<file path="src/rtl/rx_rd_req_arbiter.sv">
// Receive-path read arbiter.
// Grants the shared read engine to either the AXI read requester or the CSR
// status-read requester. It holds start_read for the whole transfer and ends
// the transfer on completion, abort or watchdog expiry. A DQ FIFO flush must
// finish before the next grant is made.
// Ack handshake: a request is a level that the requester holds. The arbiter
// answers with a one-cycle ack pulse. The requester drops its request within
// one cycle of that ack. No second grant can occur before the flush completes.
module rx_rd_req_arbiter #(
    parameter int STARVE_LIMIT = 4,
    parameter int STARVE_CNT_W = 3,
    parameter int WDOG_W       = 10
) (
    input  logic mem_clk,
    input  logic reset_n,
    input  logic axi_rd_req,
    output logic axi_rd_ack,
    input  logic csr_rd_req,
    output logic csr_rd_ack,
    output logic start_read,
    output logic axi_trigger,
    output logic csr_trigger,
    input  logic rd_done,
    input  logic csr_read_end,
    input  logic dqs_timeout,
    input  logic mem_illegal_instrn_err,
    output logic rcv_dq_fifo_flush_en,
    input  logic rcv_dq_fifo_flush_done,
    output logic busy,
    output logic arb_err
);

    typedef enum logic [1:0] {
        ST_IDLE  = 2'd0,
        ST_XFER  = 2'd1,
        ST_FLUSH = 2'd2
    } state_t;

    localparam logic [STARVE_CNT_W-1:0] STARVE_LIM = STARVE_CNT_W'(STARVE_LIMIT);
    localparam logic [STARVE_CNT_W-1:0] STARVE_SAT = '1;
    localparam logic [WDOG_W-1:0]       WDOG_MAX   = '1;

    state_t                  state;
    logic [STARVE_CNT_W-1:0] starve_cnt;
    logic [WDOG_W-1:0]       wdog;

    logic grant_ok;
    logic csr_wins;
    logic owner_end;
    logic abort_evt;
    logic wdog_exp;

    // A grant is only possible from IDLE with no illegal instruction flagged.
    // CSR takes the slot when AXI is absent or has starved CSR long enough.
    assign grant_ok  = (state == ST_IDLE) && !mem_illegal_instrn_err
                       && (axi_rd_req || csr_rd_req);
    assign csr_wins  = csr_rd_req && (!axi_rd_req || (starve_cnt == STARVE_LIM));
    // Only the current owner's end event terminates the transfer.
    assign owner_end = axi_trigger ? rd_done : csr_read_end;
    assign abort_evt = dqs_timeout || mem_illegal_instrn_err;
    assign wdog_exp  = (wdog == WDOG_MAX);

    // Count AXI grants made while CSR is waiting; any idle CSR cycle forgives.
    always_ff @(posedge mem_clk) begin
        if (!reset_n) begin
            starve_cnt <= '0;
        end else if (!csr_rd_req) begin
            starve_cnt <= '0;
        end else if (grant_ok && csr_wins) begin
            starve_cnt <= '0;
        end else if (grant_ok && (starve_cnt != STARVE_SAT)) begin
            starve_cnt <= starve_cnt + 1'b1;
        end
    end

    // Grant / transfer / flush sequencer with registered outputs.
    always_ff @(posedge mem_clk) begin
        if (!reset_n) begin
            state                <= ST_IDLE;
            wdog                 <= '0;
            axi_rd_ack           <= 1'b0;
            csr_rd_ack           <= 1'b0;
            start_read           <= 1'b0;
            axi_trigger          <= 1'b0;
            csr_trigger          <= 1'b0;
            rcv_dq_fifo_flush_en <= 1'b0;
            busy                 <= 1'b0;
            arb_err              <= 1'b0;
        end else begin
            // Pulse outputs default low.
            axi_rd_ack           <= 1'b0;
            csr_rd_ack           <= 1'b0;
            rcv_dq_fifo_flush_en <= 1'b0;
            arb_err              <= 1'b0;
            case (state)
                ST_IDLE: begin
                    // busy lingers one cycle after IDLE re-entry, then follows grants.
                    busy <= grant_ok;
                    if (grant_ok) begin
                        state       <= ST_XFER;
                        wdog        <= '0;
                        start_read  <= 1'b1;
                        axi_rd_ack  <= !csr_wins;
                        csr_rd_ack  <= csr_wins;
                        axi_trigger <= !csr_wins;
                        csr_trigger <= csr_wins;
                    end
                end
                ST_XFER: begin
                    if (owner_end || abort_evt || wdog_exp) begin
                        state                <= ST_FLUSH;
                        wdog                 <= '0;
                        start_read           <= 1'b0;
                        axi_trigger          <= 1'b0;
                        csr_trigger          <= 1'b0;
                        rcv_dq_fifo_flush_en <= 1'b1;
                        // Watchdog is only reported when nothing else ended the transfer.
                        arb_err              <= wdog_exp && !owner_end && !abort_evt;
                    end else begin
                        wdog <= wdog + 1'b1;
                    end
                end
                ST_FLUSH: begin
                    if (rcv_dq_fifo_flush_done) begin
                        state <= ST_IDLE;
                    end else if (wdog_exp) begin
                        state   <= ST_IDLE;
                        arb_err <= 1'b1;
                    end else begin
                        wdog <= wdog + 1'b1;
                    end
                end
                default: begin
                    state       <= ST_IDLE;
                    start_read  <= 1'b0;
                    axi_trigger <= 1'b0;
                    csr_trigger <= 1'b0;
                    busy        <= 1'b0;
                end
            endcase
        end
    end

endmodule

</file>
<file path="config.mk">
export PLATFORM = sky130hd
export DESIGN_NAME = rx_rd_req_arbiter
export DESIGN_NICKNAME = d
export VERILOG_FILES = /design/src/rtl/rx_rd_req_arbiter.sv
export SDC_FILE = /design/constraint.sdc
export NUM_CORES = 1
export LEC_CHECK = 0
export ABC_AREA = 0
export BUFFER_PORTS_ARGS = -buffer_cell sky130_fd_sc_hd__buf_4
export CAP_MARGIN = 30
export CORE_ASPECT_RATIO = 0.75
export CORE_MARGIN = 1
export CORE_UTILIZATION = 50
export CTS_BUF_LIST = sky130_fd_sc_hd__clkbuf_8
export CTS_CLUSTER_SIZE = 25
export DETAILED_ROUTE_END_ITERATION = 6
export GPL_TIMING_DRIVEN = 0
export PLACE_DENSITY = 0.76
export REMOVE_ABC_BUFFERS = 1
export SLEW_MARGIN = 20
export SYNTH_ARGS = -nofsm -noshare
export SYNTH_HDL_FRONTEND = slang
export SYNTH_SLANG_ARGS = --single-unit
</file>
<file path="constraint.sdc">
create_clock -name mem_clk -period 2.8 [get_ports mem_clk]
set_input_delay 0 -clock mem_clk [delete_from_list [all_inputs] [get_ports mem_clk]]
set_output_delay 0 -clock mem_clk [all_outputs]
set_load 0.05 [all_outputs]
</file>
==> impl_metrics.csv, run 1 <==
group,metric,value,unit
power,p_clk_frac,0.219,
clock_network,post_cts.repair.setup_buffers,0,
timing,finalWorstSetupSlack,0.501,ns
floorplan,core,2330,µm²
synthesis,count_of_flip_flops_with_a_built_in_enable_after_synthesis,0,
place,place_ws,0.533,ns
timing,skew,0.00275,ns
cells_and_area,design.final.nets,181,
setup_path,worst_r2r_startpoint,"state[0]$_SDFFE_PN0P_",
global_routing,grt_start_max_net_pins,17,
synthesis,post_synthesis_instance_area,1240,µm²
drt,detail_route.drc_violations,0,
place,place.gp.congestion,0.850,
power,netSwitchingFraction,0.396,
clock_network,cts_tree,"yes",
cells_and_area,number_of_antenna_cells_inserted,0,
place,io_buffers,16,
timing,fmax,0.435,GHz
timing,grt_setup_unrepaired,"false",
synthesis,synth.distinct_cells,37,
floorplan,die_height,45.1,µm
setup_path,slowest_delay,0.70,ns
flow_run,cap_violations,0,
timing,finalMaxSlewViolations,0,
power,cellInternalPower,583,µW
setup_path,end_kind,"register",
drt,vias_per_cell,5.89,
synthesis,fraction_of_registers_with_async_set_reset,0,
setup_path,path_buf_inv,1,
power,power.share.combinational,0.385,
setup_path,r2r_slack,0.50,ns
power,p_sw,383,µW
synthesis,synth_ff_type,"dfxtp_1",
timing,layout_min_cycle_time,2.30,ns
power,maximum_resistive_drop_on_vdd,0.432,mV
clock_network,cts-htree-levels,1,
synthesis,syn-mean-instance-area,8.48,µm²
setup_path,critical_path.startpoint_type,"register",
clock_network,cts.sink_count,23,
timing,fin_tns_setup,0,ns
floorplan,floorplan.io_pins,17,
setup_path,critical_path.max_fanout,8,
drt,drt-total-wl,2780,µm
setup_path,cp_num_cells,6,
place,detailedPlacementHpwl,1940,µm
floorplan,effective_utilization_at_floorplan,0.532,
synthesis,seq_area_frac_synth,0.372,
cells_and_area,final_layout_size_suffix_gt1_frac,0.160,
synthesis,synth-seq-cells,23,
power,p_per_area,676,nW/µm²
floorplan,floorplan.die_area,2680,µm²
power,pwr-share-seq,0.396,
clock_network,clk_pin_slew_worst_paths,0.09,ns
drt,route.detailed.wl_per_inst,14.2,µm
clock_network,cts_inserted_buffers,3,
drt,antenna_violating_nets_post_route,0,
drt,detailroute.via_count,1154,
synthesis,yosys_warnings,0,
cells_and_area,fillers,218,
global_routing,grt.overflow.total,0,
synthesis,synth_cells,146,
global_routing,antenna_violations_before_repair,0,
setup_path,cp.required,3.00,ns
cells_and_area,stdcell_count,196,
setup_path,timing.critical_path.to,"wdog[4]$_SDFFE_PN0P_",
clock_network,worstSkewPairLatency,0.27,ns
drt,detail_route.iter0.violations,61,
setup_path,r2r-end,"wdog[4]$_SDFFE_PN0P_",
floorplan,die_w,59.5,µm
setup_path,timing.critical_path.cells,"inv_1 > ha_1 > nand2_1 > or4b_1 > or3_1 > o211ai_2",
timing,worst_tran_pin_value,0.418,ns
power,design_power_total,966,µW
power,p_leak,0.532,nW
timing,report.final.setup_viol,0,
drt,drtPass1Iterations,4,
setup_path,arrival,2.50,ns
clock_network,cts_root_buf,"clkbuf_8",
setup_path,worstRegToRegCells,6,
clock_network,maximum_buffer_depth_of_the_clock_tree,2,
setup_path,worst_path_class_setup,"reg -> reg",
status,outcome,"finished clean",
cells_and_area,synthToLayoutAreaGrowth,15.5,%
global_routing,first_pass_grt_wire_length,4460,µm
timing,relSlewSlack,0.720,
clock_network,holdBufCountCts,0,
worst_hold_path,hold_path_class,"in -> reg",
timing,final-hold-violation-count,0,
setup_path,slowest_library_cell_on_the_worst_path,"or4b_1",
setup_path,critical_path.top_delay_family,"simple AND/OR/NAND/NOR gates",
global_routing,gr-usage-all-layers,0.229,
setup_path,critical_path_origin,"state[0]$_SDFFE_PN0P_",
global_routing,grt_pass1_vias,991,
timing,final.period_utilization,0.821,
place,dp_cells,192,
floorplan,floorplan.rows,15,
clock_network,post_cts_sizing,0,
-- power by group through the flow --
stage / registers (mW) / logic [mW] / clock network [mW]
2_1_floorplan: 0.446 / 0.208 / 0
3_3_place_gp: 0.388 / 0.356 / 0
3_5_place_dp: 0.390 / 0.364 / 0
4_1_cts: 0.383 / 0.368 / 0.212
5_1_grt: 0.387 / 0.404 / 0.230
6_report: 0.383 / 0.372 / 0.212
-- layout by cell type (no fill, tap or decap), drive strengths merged, types with 2 or more instances in the layout --
cell     count
dfxtp       23
nand2       21
buf         16
o21ai       10
inv          9
nor2         9
ha           9
nand3        8
a21oi        8
nand4        7
a2bb2oi      4
o31ai        4
nor2b        3
clkbuf       3
a31oi        3
and4         2
nor3         2
xor2         2
o32ai        2
o211ai       2
-- worst min path at each step --
| stage | end | cells past startpoint | startpoint |
|---|---|---|---|
| floorplan | axi_rd_ack$_SDFF_PN0_ | 2 | reset_n |
| global placement | csr_rd_ack$_SDFF_PN0_ | 3 | csr_rd_req |
| detailed placement | csr_rd_ack$_SDFF_PN0_ | 3 | csr_rd_req |
| CTS | csr_rd_ack$_SDFF_PN0_ | 3 | csr_rd_req |
| global route | csr_rd_ack$_SDFF_PN0_ | 3 | csr_rd_req |
| finish | csr_rd_ack$_SDFF_PN0_ | 3 | csr_rd_req |
-- synth_stat cells, types with 2 or more instances --
| library cell | count | area [µm²] |
|---|---|---|
| xor2_1 | 2 | 17.5 |
| nand3_1 | 8 | 40.0 |
| nor2b_1 | 3 | 18.8 |
| o31ai_1 | 4 | 30.0 |
| clkbuf_1 | 2 | 7.51 |
| nor3_1 | 2 | 10.0 |
| dfxtp_1 | 23 | 460 |
| o32ai_1 | 2 | 17.5 |
| a2bb2oi_1 | 4 | 35.0 |
| a31oi_1 | 2 | 12.5 |
| buf_2 | 2 | 10.0 |
| nand4_1 | 7 | 43.8 |
| o21ai_0 | 10 | 50.1 |
| and4_1 | 2 | 17.5 |
| a21oi_1 | 7 | 35.0 |
| nand2_1 | 21 | 78.8 |
| inv_1 | 9 | 33.8 |
| ha_1 | 9 | 113 |
| nor2_1 | 9 | 33.8 |
-- cell families after synthesis --
group	Yosys count	share of synthesized area
xor+xnor	3	0.0212
flops	23	0.372
buf+inv	13	0.0414
compound gates	38	0.220
simple gates	59	0.236
fa+ha+maj	9	0.0909
mux	1	0.0182
-- tightest hold or removal path, stage by stage --
cell	delay, ns
buf_4	0.12
nand2b_1	0.09
nor2_1	0.05
-- metrics by stage --
step | util | cell area, µm² | hold WS (ns)
floorplan | - | 1220 | 0.138
global placement | 0.595 | 1380 | 0.308
detailed placement | 0.595 | 1380 | 0.315
CTS | 0.615 | 1430 | 0.0294
global route | 0.615 | 1430 | 0.0310
finish | 0.615 | 1430 | 0.0392
-- layout make-up --
type / count / area, µm² / share of cell area
well taps: 34 / 42.5 / 0.0297
flip-flops and latches: 23 / 460 / 0.322
clock inverters: 1 / 5.00 / 0.00350
clock buffers: 3 / 41.3 / 0.0289
multi-input cells: 110 / 727 / 0.508
inverters: 9 / 33.8 / 0.0236
repair buffers: 16 / 120 / 0.0840
-- registers in the layout, indices dropped and copies added (netlist names) --
signal / cells
wdog: 10
starve_cnt: 3
state: 2
arb_err: 1
axi_rd_ack: 1
axi_trigger: 1
busy: 1
csr_rd_ack: 1
csr_trigger: 1
rcv_dq_fifo_flush_en: 1
start_read: 1
-- layer usage --
layer,wire length (µm),global-route usage,vias up
met5,0,0,-
met4,80,0.114,0
met3,231,0.0716,13
met2,1200,0.335,67
met1,1270,0.306,516
li1,-,-,558
Power figures use the tool's default switching activity.
==> run 2, diff against run 1 <==
Clock period 2.8 ns to 2.36 ns, I/O delays scaled along.
==> impl_metrics.csv, run 2 (synthesized netlist as in run 1, its figures left out) <==
group,metric,value,unit
place,placement.cell_area,1380,µm²
power,p_per_area,805,nW/µm²
timing,worst_tran_pin_value,0.417,ns
floorplan,die_w,59.5,µm
setup_path,arrival,2.44,ns
floorplan,floorplan.die_area,2680,µm²
clock_network,cts_tree,"yes",
setup_path,critical_path.top_delay_family,"simple AND/OR/NAND/NOR gates",
place,place_ws,0.0928,ns
clock_network,cts_root_buf,"clkbuf_8",
clock_network,cts-htree-levels,1,
cells_and_area,top_registers,"wdog: 10 flops, starve_cnt: 3 flops, state: 2 flops",
cells_and_area,number_of_antenna_cells_inserted,0,
timing,skew,0.00266,ns
setup_path,critical_path.startpoint_type,"register",
global_routing,grt_pass1_vias,991,
global_routing,antenna_violations_before_repair,0,
timing,finalMaxSlewViolations,0,
setup_path,path_buf_inv,1,
drt,antenna_violating_nets_post_route,0,
global_routing,gr-usage-all-layers,0.229,
timing,final.period_utilization,0.950,
drt,vias_per_cell,5.90,
cells_and_area,reg_with_most_ffs,"wdog",
cells_and_area,final_area,1430,µm²
cells_and_area,final_layout_size_suffix_gt1_frac,0.167,
cells_and_area,final_cell_mix,"dfxtp_1 (23), nand2_1 (21), buf_4 (16)",
setup_path,timing.critical_path.cells,"inv_1 > ha_2 > nand2_1 > or4b_1 > or3_1 > o211ai_2",
setup_path,slowest_library_cell_on_the_worst_path,"or4b_1",
timing,finalWorstSetupSlack,0.118,ns
global_routing,grt_start_max_net_pins,17,
cells_and_area,design.final.nets,181,
cells_and_area,synthToLayoutAreaGrowth,15.7,%
cells_and_area,stdcell_count,196,
timing,grt_setup_unrepaired,"false",
setup_path,end_kind,"register",
clock_network,holdBufCountCts,0,
power,p_leak,0.531,nW
place,place.gp.congestion,0.850,
cells_and_area,number_of_flip_flops_under_the_largest_register_name,10,
timing,report.final.setup_viol,0,
clock_network,cts_inserted_buffers,3,
floorplan,effective_utilization_at_floorplan,0.532,
timing,fin_tns_setup,0,ns
clock_network,clk_pin_slew_worst_paths,0.09,ns
floorplan,floorplan.rows,15,
drt,detail_route.drc_violations,0,
floorplan,die_height,45.1,µm
status,outcome,"finished clean",
cells_and_area,layout_commonest_cell,"dfxtp_1",
setup_path,critical_path.max_fanout,8,
power,maximum_resistive_drop_on_vdd,0.494,mV
place,detailedPlacementHpwl,1940,µm
drt,drtPass1Iterations,4,
floorplan,floorplan.io_pins,17,
clock_network,worstSkewPairLatency,0.27,ns
place,io_buffers,16,
timing,layout_min_cycle_time,2.24,ns
setup_path,cp.required,2.56,ns
setup_path,worst_path_class_setup,"reg -> reg",
worst_hold_path,hold_path_class,"in -> reg",
timing,relSlewSlack,0.721,
timing,fmax,0.446,GHz
drt,detail_route.iter0.violations,81,
timing,final-hold-violation-count,0,
drt,drt-total-wl,2800,µm
setup_path,slowest_delay,0.70,ns
place,dp_cells,192,
floorplan,core,2330,µm²
clock_network,maximum_buffer_depth_of_the_clock_tree,2,
drt,detailroute.via_count,1157,
flow_run,cap_violations,0,
drt,route.detailed.wl_per_inst,14.3,µm
power,design_power_total,1.15,mW
cells_and_area,fillers,218,
clock_network,cts.sink_count,23,
global_routing,grt.overflow.total,0,
global_routing,first_pass_grt_wire_length,4460,µm
## run 2: changes by cell type in the layout (fill, tap and decap cells not counted)
cell / previous run / this run
ha_1: 9 / 8
ha_2: 0 / 1
## run 2: cell type report
type | instances | area (µm²) | share of cell area
Clock buffer | 3 | 41.3 | 0.0288
Clock inverter | 1 | 5.00 | 0.00349
Inverter | 9 | 33.8 | 0.0236
Multi-Input combinational cell | 110 | 729 | 0.509
Sequential cell | 23 | 460 | 0.321
Tap cell | 34 | 42.5 | 0.0297
Timing Repair Buffer | 16 | 120 | 0.0838
## run 2: routing by layer
metal	wire length, µm	vias to the layer above	global-route usage
met2	1210	53	0.335
met1	1330	535	0.306
met3	180	11	0.0716
li1	-	558	-
met4	75	0	0.114
met5	0	-	0
## run 2: worst paths after layout
kind                             from                       end  slack (ns)  cells after the start
min reg2reg  csr_trigger$_SDFFE_PN0P_  csr_trigger$_SDFFE_PN0P_        0.47                      2
max reg2reg     state[1]$_SDFFE_PN0P_      wdog[4]$_SDFFE_PN0P_        0.12                      6
max             state[1]$_SDFFE_PN0P_      wdog[4]$_SDFFE_PN0P_        0.12                      6
min                        csr_rd_req     csr_rd_ack$_SDFF_PN0_        0.04                      3
## run 2: what timing repair did
action / in CTS / in global routing
buffers inserted: 0 / 0
endpoints found under the setup margin: 0 / 1
resized for setup: 0 / 1
## run 2: power breakdown
group	internal, mW	total [mW]	switching [mW]
registers	0.424	0.454	0.0299
clock network	0.118	0.250	0.132
logic	0.157	0.449	0.292
total	0.699	1.15	0.454
## run 2: stage by stage
step	hold slack, ns	util
after CTS	0.0294	0.615
after detailed placement	0.315	0.595
after global placement	0.308	0.595
after global routing	0.0310	0.616
after floorplan	0.138	-
final	0.0389	0.616
## run 2: tightest hold or removal path: stages
cell and delay, ns:
buf_4 0.12, nand2b_1 0.09, nor2_1 0.05
